File: src/rtl/bip_control.sv
// bip_control: program counter, instruction decoder and run/halt sequencer
// for the BIP accumulator processor. The decode strobes are combinational
// from the presented opcode. PC, run state and the executed-instruction
// counter are registered. Jumps and branches redirect the PC with no delay
// slot. HLT is sticky until reset.
module bip_control #(
  parameter int OPCODE_LENGTH  = 5,
  parameter int OPERAND_LENGTH = 11,
  parameter int ADDRESS_LENGTH = 11,
  parameter int COUNTER_LENGTH = 32
) (
  input  logic                      clk,
  input  logic                      reset,
  input  logic                      enable,
  input  logic [OPCODE_LENGTH-1:0]  opcode,
  input  logic [OPERAND_LENGTH-1:0] operand,
  input  logic                      acc_zero,
  output logic [ADDRESS_LENGTH-1:0] address,
  output logic [1:0]                sel_a,
  output logic                      sel_b,
  output logic                      wr_acc,
  output logic                      op,
  output logic                      wr_ram,
  output logic                      rd_ram,
  output logic                      halted,
  output logic [COUNTER_LENGTH-1:0] cycle_count
);

  // Instruction encodings
  localparam logic [OPCODE_LENGTH-1:0] OP_HLT  = OPCODE_LENGTH'(5'd0);
  localparam logic [OPCODE_LENGTH-1:0] OP_STO  = OPCODE_LENGTH'(5'd1);
  localparam logic [OPCODE_LENGTH-1:0] OP_LD   = OPCODE_LENGTH'(5'd2);
  localparam logic [OPCODE_LENGTH-1:0] OP_LDI  = OPCODE_LENGTH'(5'd3);
  localparam logic [OPCODE_LENGTH-1:0] OP_ADD  = OPCODE_LENGTH'(5'd4);
  localparam logic [OPCODE_LENGTH-1:0] OP_ADDI = OPCODE_LENGTH'(5'd5);
  localparam logic [OPCODE_LENGTH-1:0] OP_SUB  = OPCODE_LENGTH'(5'd6);
  localparam logic [OPCODE_LENGTH-1:0] OP_SUBI = OPCODE_LENGTH'(5'd7);
  localparam logic [OPCODE_LENGTH-1:0] OP_JMP  = OPCODE_LENGTH'(5'd8);
  localparam logic [OPCODE_LENGTH-1:0] OP_BEQ  = OPCODE_LENGTH'(5'd9);
  localparam logic [OPCODE_LENGTH-1:0] OP_BNE  = OPCODE_LENGTH'(5'd10);

  // Accumulator input mux selections
  localparam logic [1:0] SEL_A_MEM = 2'd0;
  localparam logic [1:0] SEL_A_IMM = 2'd1;
  localparam logic [1:0] SEL_A_ALU = 2'd2;

  typedef enum logic [0:0] {
    ST_RUN  = 1'b0,
    ST_HALT = 1'b1
  } state_t;

  state_t                    state_q, state_d;
  logic [ADDRESS_LENGTH-1:0] pc_q, pc_d;
  logic [COUNTER_LENGTH-1:0] cnt_q, cnt_d;

  logic                      running_s;
  logic                      execute_s;
  logic [ADDRESS_LENGTH-1:0] target_s;
  logic [ADDRESS_LENGTH-1:0] pc_inc_s;

  // Counter increment that sticks at all-ones instead of wrapping
  function automatic logic [COUNTER_LENGTH-1:0] sat_inc(
    input logic [COUNTER_LENGTH-1:0] value
  );
    logic [COUNTER_LENGTH-1:0] result;
    if (&value) begin
      result = value;
    end else begin
      result = value + COUNTER_LENGTH'(1'b1);
    end
    return result;
  endfunction

  // The jump/branch target is taken from the low operand bits
  assign target_s  = operand[ADDRESS_LENGTH-1:0];
  assign pc_inc_s  = pc_q + ADDRESS_LENGTH'(1'b1);

  // Decode is live only in RUN outside reset. Execution also needs enable.
  assign running_s = (!reset) && (state_q == ST_RUN);
  assign execute_s = running_s && enable;

  // Instruction decode: mux selects follow the opcode while running, and
  // the write/read strobes are additionally gated by enable
  always_comb begin
    sel_a  = SEL_A_MEM;
    sel_b  = 1'b0;
    op     = 1'b0;
    wr_acc = 1'b0;
    wr_ram = 1'b0;
    rd_ram = 1'b0;
    if (running_s) begin
      case (opcode)
        OP_STO: begin
          wr_ram = enable;
        end
        OP_LD: begin
          rd_ram = enable;
          wr_acc = enable;
          sel_a  = SEL_A_MEM;
        end
        OP_LDI: begin
          wr_acc = enable;
          sel_a  = SEL_A_IMM;
        end
        OP_ADD: begin
          rd_ram = enable;
          wr_acc = enable;
          sel_a  = SEL_A_ALU;
          sel_b  = 1'b0;
          op     = 1'b0;
        end
        OP_ADDI: begin
          wr_acc = enable;
          sel_a  = SEL_A_ALU;
          sel_b  = 1'b1;
          op     = 1'b0;
        end
        OP_SUB: begin
          rd_ram = enable;
          wr_acc = enable;
          sel_a  = SEL_A_ALU;
          sel_b  = 1'b0;
          op     = 1'b1;
        end
        OP_SUBI: begin
          wr_acc = enable;
          sel_a  = SEL_A_ALU;
          sel_b  = 1'b1;
          op     = 1'b1;
        end
        default: begin
          // HLT, jumps, branches and NOPs drive no datapath strobes
          sel_a = SEL_A_MEM;
        end
      endcase
    end else begin
      // Reset cycle and HALT keep every strobe low
      sel_a = SEL_A_MEM;
    end
  end

  // Next-state logic: PC redirect or advance, HALT entry, counter increment
  always_comb begin
    state_d = state_q;
    pc_d    = pc_q;
    cnt_d   = cnt_q;
    if (execute_s) begin
      cnt_d = sat_inc(cnt_q);
      case (opcode)
        OP_HLT: begin
          state_d = ST_HALT;
          pc_d    = pc_q;
        end
        OP_JMP: begin
          pc_d = target_s;
        end
        OP_BEQ: begin
          if (acc_zero) begin
            pc_d = target_s;
          end else begin
            pc_d = pc_inc_s;
          end
        end
        OP_BNE: begin
          if (!acc_zero) begin
            pc_d = target_s;
          end else begin
            pc_d = pc_inc_s;
          end
        end
        default: begin
          pc_d = pc_inc_s;
        end
      endcase
    end else begin
      // Stall, HALT or reset cycle: the reset branch of the register wins
      state_d = state_q;
    end
  end

  // State, PC and counter registers with synchronous reset priority
  always_ff @(posedge clk) begin
    if (reset) begin
      state_q <= ST_RUN;
      pc_q    <= '0;
      cnt_q   <= '0;
    end else begin
      state_q <= state_d;
      pc_q    <= pc_d;
      cnt_q   <= cnt_d;
    end
  end

  assign address     = pc_q;
  assign cycle_count = cnt_q;
  assign halted      = (state_q == ST_HALT);

endmodule

File: config.mk
export PLATFORM = sky130hd
export DESIGN_NAME = bip_control
export DESIGN_NICKNAME = d
export VERILOG_FILES = /design/src/rtl/bip_control.sv
export SDC_FILE = /design/constraint.sdc
export NUM_CORES = 1
export LEC_CHECK = 0
export ABC_AREA = 1
export BUFFER_PORTS_ARGS = -buffer_cell sky130_fd_sc_hd__buf_2
export CAP_MARGIN = 15
export CORE_ASPECT_RATIO = 0.75
export CORE_MARGIN = 8
export CORE_UTILIZATION = 49
export CTS_BUF_LIST = sky130_fd_sc_hd__clkbuf_16
export CTS_CLUSTER_SIZE = 28
export DETAILED_ROUTE_END_ITERATION = 8
export GPL_TIMING_DRIVEN = 0
export PLACE_DENSITY = 0.77
export SYNTH_ARGS = -nofsm -noshare
export SYNTH_HDL_FRONTEND = slang
export SYNTH_SLANG_ARGS = --single-unit
File: constraint.sdc
create_clock -name clk -period 1.75 [get_ports clk]
set_clock_uncertainty 0.05 [all_clocks]
set_input_delay 0.0875 -clock clk [delete_from_list [all_inputs] [get_ports clk]]
set_output_delay 0.0875 -clock clk [all_outputs]
set_load 0.02 [all_outputs]
==> flow_metrics.tcl, run 1 <==
set metrics [dict create \
    fin_ws_ns 0.0251 \
    grt_pass1_wl_um 15000 \
    critPathRequiredTime_ns 1.85 \
    cts-htree-levels 2 \
    hold_end "address[2]" \
    drtPass1Iterations 5 \
    hpwlAfterDp_um 6890 \
    critPathMaxStageDelay_ns 0.36 \
    crit_top_cell "nand2_1" \
    layout_min_cycle_time_ns 1.72 \
    crit_chain "buf_4 > nand2_1 > nor2_1 > nand2_1 > nor2_2 > nand2_1 > nand2_1 > nand2_1 > nand2_1 > a21oi_1" \
    vias 3522 \
    cpMaxStageDelayCell "dfxtp_4" \
    syn_inst 498 \
    synth.area.top_cells "dfxtp_1, nand2_1, nor2_1" \
    core-area_mm2 0.00577 \
    vias_per_cell 5.30 \
    fin_util_pct 64.7 \
    nNetsFinal 608 \
    wl_per_cell_um 13.9 \
    numCtsBuffers 5 \
    period_share_pct 98.6 \
    hold_path_class "input pin to flip-flop" \
    synth_nets 520 \
    routed_wl_um 9270 \
    synth_simple_gate_area_share_pct 42.8 \
    cts_hold_buffers 0 \
    place.gp.congestion 0.965 \
    area_delta_synth_final_pct 28.8 \
    synthXorXnorAreaFrac_pct 3.93 \
    drt.antenna.violating_nets 0 \
    synth_top_family_by_area "simple AND/OR/NAND/NOR gates" \
    portBuffers 70 \
    r2r.worst_path.cells 10 \
    grt.overflow.total 0 \
    placed_cell_area_mm2 0.00336 \
    ys_warn_count 0 \
    drc_errors 0 \
    post-place-ws_ns -0.187 \
    die_w_um 105 \
    synth_top_area_share_pct 30.4 \
    r2r-end "cycle_count[29]" \
    synth_area_per_cell_um2 5.82 \
    r2r-start "cycle_count[1]" \
    dp.cells 646 \
    muxShareOfSynthArea_pct 0 \
    arrival_ns 1.82 \
    r2r_setup_slack_ns 0.03 \
    setup_violations 0 \
    max_slew_margin_pct 63.7 \
    drt-initial-drc-count 278 \
    maxCapViolations 0 \
    critPathKind "flip-flop to flip-flop" \
    crit_path_max_fanout 3 \
    fin_area_mm2 0.00373 \
    drive_above_1_share_pct 27.1 \
    ys_types 25 \
    boundaryPins 71 \
    start_kind "flip-flop" \
    grt_max_degree 14 \
    diodes 0 \
    max_freq_ghz 0.580 \
    end_kind "flip-flop" \
    clock_path_buffers 2 \
    insertion_delay_ns 0.29 \
    first_global_vias 3249 \
    antenna_found_initial 0 \
    initial_core_util_pct 50.2 \
    die_h_um 82.6 \
    synth.largest_area_cell "dfxtp_1" \
    synthAdderAreaFrac_pct 0.864 \
    power.density_mw_per_mm2 576 \
    row_count 24 \
    hold_start "operand[2]" \
    cts_sinks 44 \
    ir_drop_mv 0.506 \
    grt.total_usage_pct 20.9 \
    cts_root_buffer "clkbuf_16" \
    leakagePower_nw 1.56 \
    clkTransAtPathRegs_ns 0.06 \
    worst_slew_pin_slew_ns 0.545 \
    final-max-slew-violation-count 0 \
    synth_seq_area_share_pct 30.4 \
    ys_seq_elements 44 \
    worst_hold_slack_ns 0.0486 \
    hold_viol 0 \
    die-area_mm2 0.00865 \
    cts_tree "yes" \
    worstHoldPathCells 3 \
    syn_area_mm2 0.00290 \
    fill_cells 549 \
    synth_compound_area_share_pct 13.2 \
    fin_cells 665 \
    outcome "finished, final reports clean" \
]
## placed cells by master, fill, tap and decap left out, types with 2 or more instances in the layout
| cell type | instances |
|---|---|
| nand2_1 | 182 |
| buf_2 | 73 |
| nor2_1 | 62 |
| a21oi_1 | 47 |
| inv_1 | 42 |
| nand3_1 | 26 |
| o21ai_0 | 20 |
| dfxtp_2 | 20 |
| buf_4 | 14 |
| dfxtp_1 | 14 |
| nor2_2 | 11 |
| dfxtp_4 | 10 |
| xor2_1 | 7 |
| nor2_4 | 6 |
| nand2_2 | 6 |
| xnor2_1 | 6 |
| nor3_1 | 5 |
| clkbuf_16 | 5 |
| inv_2 | 4 |
| clkbuf_1 | 4 |
| o211ai_1 | 4 |
| clkinv_2 | 3 |
| nor4_1 | 2 |
| nand4_1 | 2 |
| nand2_4 | 2 |
## layout make-up
cell class                 instances  area, um^2  share of cell area (%)
timing repair buffer              83         460                    12.3
buffer                            11        71.3                    1.91
sequential                        44         943                    25.3
clock inverter                     3        13.8                   0.369
clock buffer                       5         125                    3.35
multi-input combinational        394        1840                    49.4
inverter                          47         178                    4.76
tap                               78        97.6                    2.62
## where the power goes
part | internal, W | switching (W)
sequential | 0.00100 | 0.0000150
combinational | 0.0000792 | 0.000149
clock | 0.000519 | 0.000384
## worst max-delay path, delay by kind of cell (launching register included)
family / cells / cell delay (ns)
AO/OA/AOI/OAI: 1 / 0.05
flip-flops: 1 / 0.36
AND/OR/NAND/NOR: 8 / 1.01
buffers and inverters: 1 / 0.11
## metal layers
layer  global-route usage (%)  share of wire [%]  vias up  wire length (um)
li1                         -                  -     1760                 -
met1                     26.8                 46     1606              4230
met2                     34.6                 46      149              4220
met3                     5.12                8.0        7               739
met4                     5.67               0.82        0                76
met5                        0                  0        -                 0
## worst max-delay path by stage
| stage | startpoint | end | slack (ns) | cells after the start |
|---|---|---|---|---|
| global route | cycle_count[2] | cycle_count[29] | -0.05 | 9 |
| CTS | cycle_count[13] | cycle_count[9] | 0.00008 | 11 |
| floorplan | cycle_count[1] | cycle_count[6] | 0.03 | 12 |
| global placement | cycle_count[0] | cycle_count[8] | -0.12 | 12 |
| finish | cycle_count[1] | cycle_count[29] | 0.03 | 10 |
| detailed placement | cycle_count[0] | cycle_count[9] | -0.19 | 12 |
## state kept, by name (all words and copies together), names as in the netlist
name         flops
address         11
cycle_count     32
halted           1
## timing repair
item	in CTS	in global routing
setup endpoints to repair	30	39
pin swaps	2	6
gates resized for setup	12	47
setup buffers	5	8
## cells in the mapped netlist (all sizes together)
library cell	number
xor2	7
nand3	27
a21oi	47
o211ai	4
inv	47
dfxtp	44
nand4	2
clkbuf	4
nand2	190
nor3	5
and2	1
ha	2
nor4	2
xnor2	6
o21ai	20
o2111ai	1
nor2	79
buf	9
o21bai	1
## cell families after synthesis
kind of cell | count (synthesis)
AND/OR/NAND/NOR | 306
flip-flops | 44
buffers and inverters | 60
XOR/XNOR | 13
adder cells (fa/ha/maj) | 2
AO/OA/AOI/OAI | 73
## per-stage QoR
| step | setup TNS (ns) | power (W) |
|---|---|---|
| global route | -0.175 | 0.00223 |
| floorplan | 0 | 0.00119 |
| global placement | -1.62 | 0.00126 |
| finish | 0 | 0.00215 |
| detailed placement | -3.26 | 0.00127 |
| CTS | 0 | 0.00216 |
Power figures use the tool's default switching activity.
==> run 2: changes to the inputs <==
Settings changed: CORE_UTILIZATION 49 to 58, PLACE_DENSITY 0.77 to 0.86.
Clock period 1.75 ns to 2.1 ns, I/O delays scaled along.
==> flow_metrics.tcl, run 2 (synthesis gave the netlist of run 1 again) <==
set metrics [dict create \
    layout_commonest_cell "nand2_1" \
    drc_errors 0 \
    start_kind "flip-flop" \
    crit_buf_inv 3 \
    seqPwrFrac_pct 44.9 \
    max_slew_margin_pct 61.3 \
    die-area_mm2 0.00753 \
    cts_root_buffer "clkbuf_16" \
    cts_tree "yes" \
    die_w_um 97.6 \
    maxCapViolations 0 \
    path_delay_family "simple AND/OR/NAND/NOR gates" \
    setup_violations 0 \
    grt.total_usage_pct 22.9 \
    grt.overflow.total 0 \
    grt_pass1_wl_um 14600 \
    vias 3454 \
    clkPwrFrac_pct 45.7 \
    outcome "finished, final reports clean" \
    clock_path_buffers 2 \
    numCtsBuffers 5 \
    portBuffers 70 \
    wl_per_cell_um 13.8 \
    diodes 0 \
    r2r-start "cycle_count[0]" \
    hold_viol 0 \
    end_kind "flip-flop" \
    largest_reg_flops 32 \
    die_h_um 77.2 \
    nNetsFinal 597 \
    core-area_mm2 0.00484 \
    insertion_delay_ns 0.29 \
    r2r-end "cycle_count[6]" \
    max_freq_ghz 0.510 \
    cts_sinks 44 \
    r2r_setup_slack_ns 0.14 \
    routed_wl_um 8750 \
    grt_max_degree 14 \
    initial_core_util_pct 59.8 \
    antenna_found_initial 0 \
    worst-path-stages 12 \
    power.density_mw_per_mm2 548 \
    clkTransAtPathRegs_ns 0.06 \
    critPathKind "flip-flop to flip-flop" \
    final-max-slew-violation-count 0 \
    vias_per_cell 5.43 \
    fin_util_pct 72.3 \
    cp-startpoint "cycle_count[0]" \
    area_delta_synth_final_pct 20.9 \
    timing.critical_path.to "cycle_count[6]" \
    power.switching_w 0.000459 \
    boundaryPins 71 \
    cpMaxStageDelayCell "dfxtp_4" \
    crit_path_max_fanout 10 \
    arrival_ns 2.06 \
    layout_min_cycle_time_ns 1.96 \
    drive_above_1_share_pct 18.4 \
    r2r.worst_path.cells 12 \
    rsz0062_at_grt "no" \
    hold_path_class "input pin to flip-flop" \
    critPathRequiredTime_ns 2.20 \
    hpwlAfterDp_um 6740 \
    crit_top_cell "nand2_2" \
    worst_slew_pin_slew_ns 0.581 \
    swShare_pct 23.9 \
    first_global_vias 3116 \
    drt-initial-drc-count 267 \
    drt.antenna.violating_nets 0 \
    final_cell_mix "nand2_1, buf_2, nor2_1" \
    critPathMaxStageDelay_ns 0.39 \
    leakagePower_nw 1.46 \
    place.gp.congestion 0.989 \
    intPower_w 0.00146 \
    row_count 22 \
    cts-htree-levels 2 \
    period_share_pct 93.4 \
    ir_drop_mv 0.352 \
    combPwrFrac_pct 9.4 \
    power_w 0.00192 \
    drtPass1Iterations 5 \
    crit_chain "ha_4 > nand2_2 > nor2_4 > nand2_2 > nor2_2 > nand2_1 > nand2_2 > inv_2 > buf_6 > buf_6 > nand2_1 > a21oi_1" \
]
## run 2: changes by cell type in the layout (fill, tap and decap cells not counted), sizes merged
cell and delta:
bufinv +1, clkinv -2, buf -11, inv +1
## run 2: final cells by class
class	instances	area (um^2)
Fill cell	413	1340
Clock inverter	3	37.5
Inverter	47	176
Buffer	13	80.1
Timing Repair Buffer	70	350
Multi-Input combinational cell	394	1770
Tap cell	60	75.1
Clock buffer	5	125
Sequential cell	44	886
## run 2: stage by stage
step	std cells	setup TNS [ns]	cell area [um^2]	hold slack [ns]	setup slack, ns
finish	636	0	3500	0.0801	0.138
global route	636	0	3500	0.0798	0.0215
CTS	636	0	3490	0.0755	0.000723
detailed placement	628	-0.0256	3320	0.367	-0.0233
global placement	628	0	3320	0.350	0.0191
floorplan	498	0	2900	0.230	0.140
## run 2: how the worst min path moves through the flow
| stage | start | end | slack, ns | cells after the start |
|---|---|---|---|---|
| after global placement | operand[2] | address[2] | 0.35 | 3 |
| final | operand[3] | address[3] | 0.08 | 3 |
| after floorplan | reset | address[10] | 0.23 | 3 |
| after CTS | operand[2] | address[2] | 0.08 | 3 |
| after detailed placement | operand[2] | address[2] | 0.37 | 3 |
| after global routing | operand[2] | address[2] | 0.08 | 3 |
## run 2: tightest hold or removal path, stage by stage
cell	delay [ns]
buf_2	0.08
o211ai_1	0.09
a21oi_1	0.11
## run 2: routing by layer
metal	track usage, %	wire (um)	vias up
met5	0	0	-
met4	4.98	60	0
met3	4.74	879	8
met2	34.7	3770	174
met1	32.1	4040	1543
li1	-	-	1729
## run 2: what timing repair did
item,in CTS,in global routing
setup buffers,0,0
hold buffers,0,0
hold endpoints to repair,0,0
endpoints found under the setup margin,7,30
gates resized for setup,1,4
## run 2: power groups by stage
stage	combinational (W)	sequential (W)	clock (W)
finish	0.000181	0.000861	0.000876
global route	0.000199	0.000863	0.000903
CTS	0.000177	0.000859	0.000881
detailed placement	0.000176	0.000878	0
global placement	0.000173	0.000877	0
floorplan	0.0000966	0.000890	0
==> run 3: changes to the inputs <==
Settings changed: CORE_UTILIZATION 58 to 60, CTS_BUF_LIST sky130_fd_sc_hd__clkbuf_16 to sky130_fd_sc_hd__clkbuf_2 sky130_fd_sc_hd__clkbuf_4 sky130_fd_sc_hd__clkbuf_8, PLACE_DENSITY 0.86 to 0.88.
==> flow_metrics.tcl, run 3 (synthesis gave the netlist of run 1 again) <==
set metrics [dict create \
    drive_above_1_share_pct 18.8 \
    final_cell_mix "nand2_1, buf_2, nor2_1" \
    grt_max_degree 14 \
    routed_wl_um 8780 \
    row_count 22 \
    core-area_mm2 0.00476 \
    use_met1_pct 32.8 \
    cts_root_buffer "clkbuf_8" \
    area_delta_synth_final_pct 19.0 \
    busiest_layer "met2" \
    path_delay_family "simple AND/OR/NAND/NOR gates" \
    drt-initial-drc-count 295 \
    maxCapViolations 0 \
    clock_path_buffers 2 \
    fin_cells 636 \
    layout_commonest_cell "nand2_1" \
    worst_slew_pin_slew_ns 0.542 \
    fin_ws_ns 0.150 \
    hold_viol 0 \
    cts_sinks 44 \
    drtPass1Iterations 5 \
    start_kind "flip-flop" \
    clkTransAtPathRegs_ns 0.08 \
    grt.total_usage_pct 24.2 \
    hpwlAfterDp_um 6910 \
    die_w_um 96.2 \
    cts_tree "yes" \
    dp.cells 628 \
    vias 3513 \
    outcome "finished, final reports clean" \
    boundaryPins 71 \
    max_freq_ghz 0.513 \
    vias_per_cell 5.52 \
    diodes 0 \
    numCtsBuffers 5 \
    hold_path_class "input pin to flip-flop" \
    crit_path_max_fanout 10 \
    period_share_pct 92.8 \
    nNetsFinal 597 \
    critPathMaxStageDelay_ns 0.42 \
    crit_buf_inv 3 \
    final-max-slew-violation-count 0 \
    initial_core_util_pct 60.8 \
    crit_chain "ha_4 > nand2_2 > nor2_4 > nand2_2 > nor2_2 > nand2_1 > nand2_2 > inv_2 > buf_6 > buf_6 > nand2_1 > a21oi_1" \
    largest_reg_flops 32 \
    power_w 0.00170 \
    max_slew_margin_pct 63.9 \
    crit_top_cell "nand2_2" \
    first_global_vias 3235 \
    leakagePower_nw 1.44 \
    arrival_ns 2.07 \
    grt.overflow.total 0 \
    die_h_um 76.2 \
    place.gp.congestion 0.966 \
    grt_pass1_wl_um 14700 \
    drt.antenna.violating_nets 0 \
    portBuffers 70 \
    setup_violations 0 \
    critPathKind "flip-flop to flip-flop" \
    layout_min_cycle_time_ns 1.95 \
    cts_hold_buffers 0 \
    power.density_mw_per_mm2 494 \
    rsz0062_at_grt "no" \
    insertion_delay_ns 0.30 \
    die-area_mm2 0.00733 \
    drc_errors 0 \
    cts-htree-levels 2 \
    use_met3_pct 6.00 \
    post-place-ws_ns -0.0205 \
    end_kind "flip-flop" \
    antenna_found_initial 0 \
    wl_per_cell_um 13.8 \
    critPathRequiredTime_ns 2.22 \
    cpMaxStageDelayCell "dfxtp_2" \
    ir_drop_mv 0.374 \
    post_cts_buffers 0 \
    finalSetupTns_ns 0 \
    grt.met2_usage_pct 37.2 \
]
==> run 3: cell types whose count changed in the layout (fill, tap and decap cells not counted) <==
cell and delta:
clkbuf_16 -5, clkbuf_8 +5, clkinv_1 -2, clkbuf_4 +1
clkinv_2 +1, dfxtp_2 +1, dfxtp_4 -1
==> run 3: what timing repair did <==
action | 4_1_cts | 5_1_grt
setup endpoints to repair | 10 | 10
cloned | 0 | 0
gates resized for setup | 2 | 2
==> run 3: path summary, 6_finish.rpt <==
check	end	slack, ns	cells past startpoint	from
setup / recovery	cycle_count[7]	0.15	12	cycle_count[0]
hold / removal	address[2]	0.05	3	operand[2]
hold reg to reg	cycle_count[30]	0.47	2	cycle_count[30]
setup reg to reg	cycle_count[7]	0.15	12	cycle_count[0]
==> run 3: metrics by stage <==
step	util (%)	cell area, um^2	hold WS (ns)
finish	72.4	3450	0.0492
global route	72.4	3450	0.0779
CTS	72.2	3440	0.0546
detailed placement	69.8	3320	0.367
global placement	69.8	3320	0.353
floorplan	-	2900	0.230
==> run 3: power by group <==
part / switching [W] / total [W] / internal [W] / leakage (nW)
logic: 0.000121 / 0.000181 / 0.0000601 / 1.03
registers: 0.0000148 / 0.000860 / 0.000846 / 0.356
clock network: 0.000296 / 0.000663 / 0.000366 / 0.0586
total: 0.000432 / 0.00170 / 0.00127 / 1.44
==> run 3: per-layer routing <==
metal / routed length [um] / vias up
met2: 3910 / 190
met1: 3740 / 1591
li1: - / 1720
met5: 0 / -
met4: 82 / 0
met3: 1050 / 12
==> run 3: final cells by class <==
type                       instances  area [um^2]
buffer                            13         80.1
clock buffer                       6         76.3
clock inverter                     2         35.0
fill                             445         1310
inverter                          47          176
multi-input combinational        394         1770
sequential                        44          883
tap                               60         75.1
timing repair buffer              70          350
==> run 3: worst reg2reg max path, cell delays in order, from the launching register on <==
cell     delay [ns]
dfxtp_2        0.42
ha_4           0.19
nand2_2        0.08
nor2_4         0.15
nand2_2        0.10
nor2_2         0.14
nand2_1        0.09
nand2_2        0.12
inv_2          0.06
buf_6          0.15
buf_6          0.15
nand2_1        0.06
a21oi_1        0.06
